$ cat config.mk
export PLATFORM = sky130hd
export DESIGN_NAME = zx_io_ula
export DESIGN_NICKNAME = d
export VERILOG_FILES = /design/src/rtl/zx_io_ula.sv
export SDC_FILE = /design/constraint.sdc
export NUM_CORES = 1
export LEC_CHECK = 0
export BUFFER_PORTS_ARGS = -buffer_cell sky130_fd_sc_hd__buf_2
export CAP_MARGIN = 20
export CORE_ASPECT_RATIO = 0.7
export CORE_UTILIZATION = 44
export CTS_CLUSTER_SIZE = 20
export DETAILED_ROUTE_END_ITERATION = 8
export PLACE_DENSITY_LB_ADDON = 0.15
export SYNTH_ARGS = -nofsm -noshare
export SYNTH_HDL_FRONTEND = slang
export SYNTH_SLANG_ARGS = --single-unit
$ cat constraint.sdc
create_clock -name clock -period 2.7 [get_ports clock]
set_input_delay 0.27 -clock clock [delete_from_list [all_inputs] [get_ports clock]]
set_output_delay 0.27 -clock clock [all_outputs]
set_load 0.01 [all_outputs]
$ cat src/rtl/zx_io_ula.sv
// zx_io_ula: Spectrum-style I/O ULA on the Z80 bus: port #FE border/MIC/beeper latch, keyboard + EAR read, frame nINT.
// Optional macro ZX_ISSUE2_EN: the MIC output bit leaks into the EAR read bit, as on issue-2 boards.
module zx_io_ula #(
   parameter int FRAME_TSTATES = 69888,
   parameter int INT_LEN       = 32,
   parameter int EAR_SYNC      = 2
) (
   input  logic        clock,
   input  logic        reset,
   input  logic [15:0] a,
   input  logic [7:0]  d_in,
   input  logic        n_iorq,
   input  logic        n_rd,
   input  logic        n_wr,
   input  logic        n_m1,
   input  logic        mic,
   input  logic [39:0] keys,
   output logic [7:0]  d_out,
   output logic        d_oe,
   output logic        n_int,
   output logic [2:0]  border,
   output logic        mic_out,
   output logic        beeper,
   output logic        frame
);
   localparam int TW = $clog2(FRAME_TSTATES);
   localparam logic [TW-1:0] TLAST = TW'(FRAME_TSTATES - 1);
   localparam logic [TW-1:0] TINT  = TW'(INT_LEN);

   logic [TW-1:0]       tcntReg, tcntNext;
   logic                nIntReg;
   logic [EAR_SYNC-1:0] earReg;
   logic                wrActiveReg;
   logic [2:0]          borderReg;
   logic                micOutReg, beeperReg;
   logic                sel, wrActive, wrEdge, earBit;
   logic [8:0][4:0]     rowAnd;
   logic                unusedBits;

   // An interrupt acknowledge also drops nIORQ, but with nM1 low; never treat it as a port cycle.
   assign sel      = ~n_iorq & n_m1 & ~a[0];
   assign wrActive = sel & ~n_wr;
   assign wrEdge   = wrActive & ~wrActiveReg;
   assign unusedBits = ^{a[7:1], d_in[7:5]};

   assign tcntNext = (tcntReg == TLAST) ? '0 : tcntReg + TW'(1);

   always_ff @(posedge clock) begin
      if (reset) begin
         tcntReg     <= '0;
         nIntReg     <= 1'b1;
         earReg      <= '0;
         wrActiveReg <= 1'b0;
         borderReg   <= 3'b000;
         micOutReg   <= 1'b0;
         beeperReg   <= 1'b0;
      end else begin
         tcntReg     <= tcntNext;
         nIntReg     <= (tcntReg >= TINT);
         earReg      <= {earReg[EAR_SYNC-2:0], mic};
         wrActiveReg <= wrActive;
         // Latch only on the first clock of a write cycle, however long nWR is held.
         if (wrEdge) begin
            borderReg <= d_in[2:0];
            micOutReg <= d_in[3];
            beeperReg <= d_in[4];
         end
      end
   end

   // Half-row select: each low address line A8..A15 ANDs its key row into the column bits.
   assign rowAnd[0] = 5'b11111;
   generate
      for (genvar gi = 0; gi < 8; gi++) begin : g_row
         assign rowAnd[gi+1] = a[8+gi] ? rowAnd[gi] : (rowAnd[gi] & keys[5*gi +: 5]);
      end
   endgenerate

`ifdef ZX_ISSUE2_EN
   assign earBit = earReg[EAR_SYNC-1] | micOutReg;
`else
   assign earBit = earReg[EAR_SYNC-1];
`endif

   assign d_oe = sel & ~n_rd;

   always_comb begin
      d_out = 8'hFF;
      if (d_oe) begin
         d_out = {1'b1, earBit, 1'b1, rowAnd[8]};
      end
   end

   assign n_int   = nIntReg;
   assign frame   = (tcntReg == TLAST);
   assign border  = borderReg;
   assign mic_out = micOutReg;
   assign beeper  = beeperReg;
endmodule

==> impl_metrics.tcl <==
set metrics [dict create \
    dpl.hpwl_um 2870 \
    peakVddDrop_mv 0.527 \
    swShare_pct 22.2 \
    numCtsBuffers 3 \
    synth-seq-cells 26 \
    place.gp.congestion 0.843 \
    endpoint_kind "output pin" \
    port_buffers 74 \
    clk_pin_slew_ns 0.09 \
    initial_utilization_pct 46.3 \
    synth_edf_count 0 \
    place_ws_ns 0.731 \
    synth_area_leader_cell "dfxtp_1" \
    cts_buffer_depth 2 \
    pwr-share-comb_pct 12.6 \
    dr_total_vias 1360 \
    final_area_um2 1760 \
    synth.distinct_cells 30 \
    post-route-drc-count 0 \
    rows 16 \
    grt_setup_unrepaired "no" \
    grt_max_degree 16 \
    cpPeakStageDelay_ns 0.56 \
    yosys-top-cells-area "dfxtp_1 (40%), o22ai_1 (9.6%), xnor2_1 (7.4%)" \
    syn_inst 149 \
    grt_pass1_wl_um 4970 \
    cts_resized 0 \
    cts_setup_buffers 0 \
    synth_area_um2 1300 \
    period_needed_ns 2.12 \
    antenna_found_initial 0 \
    ys_async_sr_fraction_pct 0 \
    drive_gt1_share_pct 38.1 \
    synth_warnings 0 \
    clkPwrFrac_pct 39.4 \
    path_class "reg2out" \
    pwr-share-seq_pct 47.9 \
    max_slew_margin_pct 43.3 \
    syn_avg_cell_area_um2 8.72 \
    required_ns 2.43 \
    io_pins 87 \
    syn2layout_area_growth_pct 35.5 \
    outcome "finished, final reports clean" \
    p_leak_nw 0.711 \
    fmax_mhz 472 \
    arrival_ns 1.85 \
    synth.most_common_cell "dfxtp_1" \
    final.setup.tns_ns 0 \
    powerDensity_nw_per_um2 470 \
    place_area_um2 1690 \
    finalSetupViolCount 0 \
    slowest_stage "or4_1" \
    fin_skew_ns 0.00215 \
    grt_pass1_vias 1077 \
    cts_tree "done" \
    cts_hold_buf 0 \
    crit_chain "or4_1, nor4_2, and4_1, buf_2" \
    grt.total_usage_pct 21.6 \
    finalCritPeriodShare_pct 78.5 \
    hold_violations 0 \
    cts_max_level 1 \
    wl_um 3690 \
    clock_latency_ns 0.27 \
    cpLargestDelayFamily "simple AND/OR/NAND/NOR gates" \
    cp-start-kind "flip-flop" \
    drt_iter0_drc 80 \
    die_area_um2 3180 \
    grt_overflow 0 \
    fin_nets 297 \
    placeableCoreArea_um2 2800 \
    clkSinkCount 26 \
    drt_pass1_iterations 4 \
    crit_buf_inv 1 \
    synth_flop_cell "dfxtp_1" \
    p_int_uw 643 \
    ys_seq_area_share_pct 40.1 \
    antenna_cells 0 \
    synth_top_area_share_pct 40.1 \
    min_path_type "in2reg" \
    worst_pin_slew_ns 0.843 \
    vias_per_cell 5.25 \
    cts-root-buf "clkbuf_8" \
    cap_violations 0 \
    power.switching_uw 183 \
    drv_slew 0 \
    setup_slack_ns 0.582 \
    path_max_fanout 5 \
    wl_per_cell_um 14.2 \
    ant_nets 0 \
    chipHeight_um 47.5 \
    synthTopCellsByCount "dfxtp_1 (26), nor2_1 (24), o22ai_1 (20)" \
    die_x_um 66.9 \
]
## state kept, by name (all words and copies together), names as in the netlist
register / count
wrActiveReg: 1
beeper: 1
earReg: 2
border: 3
n_int: 1
mic_out: 1
tcntReg: 17
## through the flow
| stage | hold WS [ns] | power [mW] | std cells | util [%] |
|---|---|---|---|---|
| after floorplan | 0.342 | 0.448 | 150 | - |
| after global placement | 0.420 | 0.505 | 255 | 60.2 |
| after detailed placement | 0.430 | 0.509 | 255 | 60.2 |
| after CTS | 0.182 | 0.830 | 259 | 62.8 |
| after global routing | 0.177 | 0.861 | 259 | 62.8 |
| final | 0.182 | 0.827 | 259 | 62.8 |
## layout make-up
class / count / area [um^2]
fillers: 269 / 1040
multi-input cells: 113 / 729
flip-flops and latches: 26 / 520
repair buffers: 74 / 370
well taps: 36 / 45.0
clock buffers: 3 / 41.3
clock inverters: 1 / 30.0
inverters: 6 / 22.5
## cell usage in the layout (no fill, tap or decap), types with 5 or more instances in the layout
master / netlist / layout
dfxtp_1: 26 / 26
o22ai_1: 20 / 20
mux2i_1: 5 / 5
nand4_1: 5 / 5
o41ai_1: 5 / 5
buf_2: 0 / 74
nor2_1: 24 / 24
nor3_1: 6 / 6
xnor2_1: 11 / 11
nand3_1: 5 / 5
inv_1: 6 / 6
## worst paths after layout
check | slack [ns] | from | to | cells past startpoint
worst max-delay path | 0.58 | tcntReg[13] | frame | 4
worst min-delay path | 0.18 | n_wr | wrActiveReg | 2
worst max register to register | 0.67 | tcntReg[0] | tcntReg[16] | 5
worst min register to register | 0.45 | earReg[0] | earReg[1] | 1
## metal layers
layer / GRT usage (%) / part of all wire, % / vias to the layer above
li1: - / - / 696
met1: 29.8 / 48 / 621
met2: 34.7 / 45 / 40
met3: 5.95 / 6.7 / 3
met4: 3.83 / 0.38 / 0
met5: 0 / 0 / -
## power groups by stage
stage / clock network [mW] / registers, mW / logic [mW]
2_1_floorplan: 0 / 0.406 / 0.0420
3_5_place_dp: 0 / 0.405 / 0.104
4_1_cts: 0.329 / 0.396 / 0.104
5_1_grt: 0.347 / 0.398 / 0.115
3_3_place_gp: 0 / 0.405 / 0.100
6_report: 0.326 / 0.396 / 0.105
## cell families (layout without fill, tap and decap cells)
logic type | count (synthesis) | after routing | synth area share [%]
DFF | 26 | 26 | 40.1
and+or+nand+nor | 61 | 61 | 25.0
xor gates and xnor gates | 13 | 13 | 8.77
other | 1 | 2 | 0.289
buffers and inverters | 11 | 84 | 4.05
muxes | 5 | 5 | 3.85
AOI/OAI and AO/OA | 30 | 30 | 16.1
adders and majority gates | 2 | 2 | 1.93
Power figures use the tool's default switching activity.
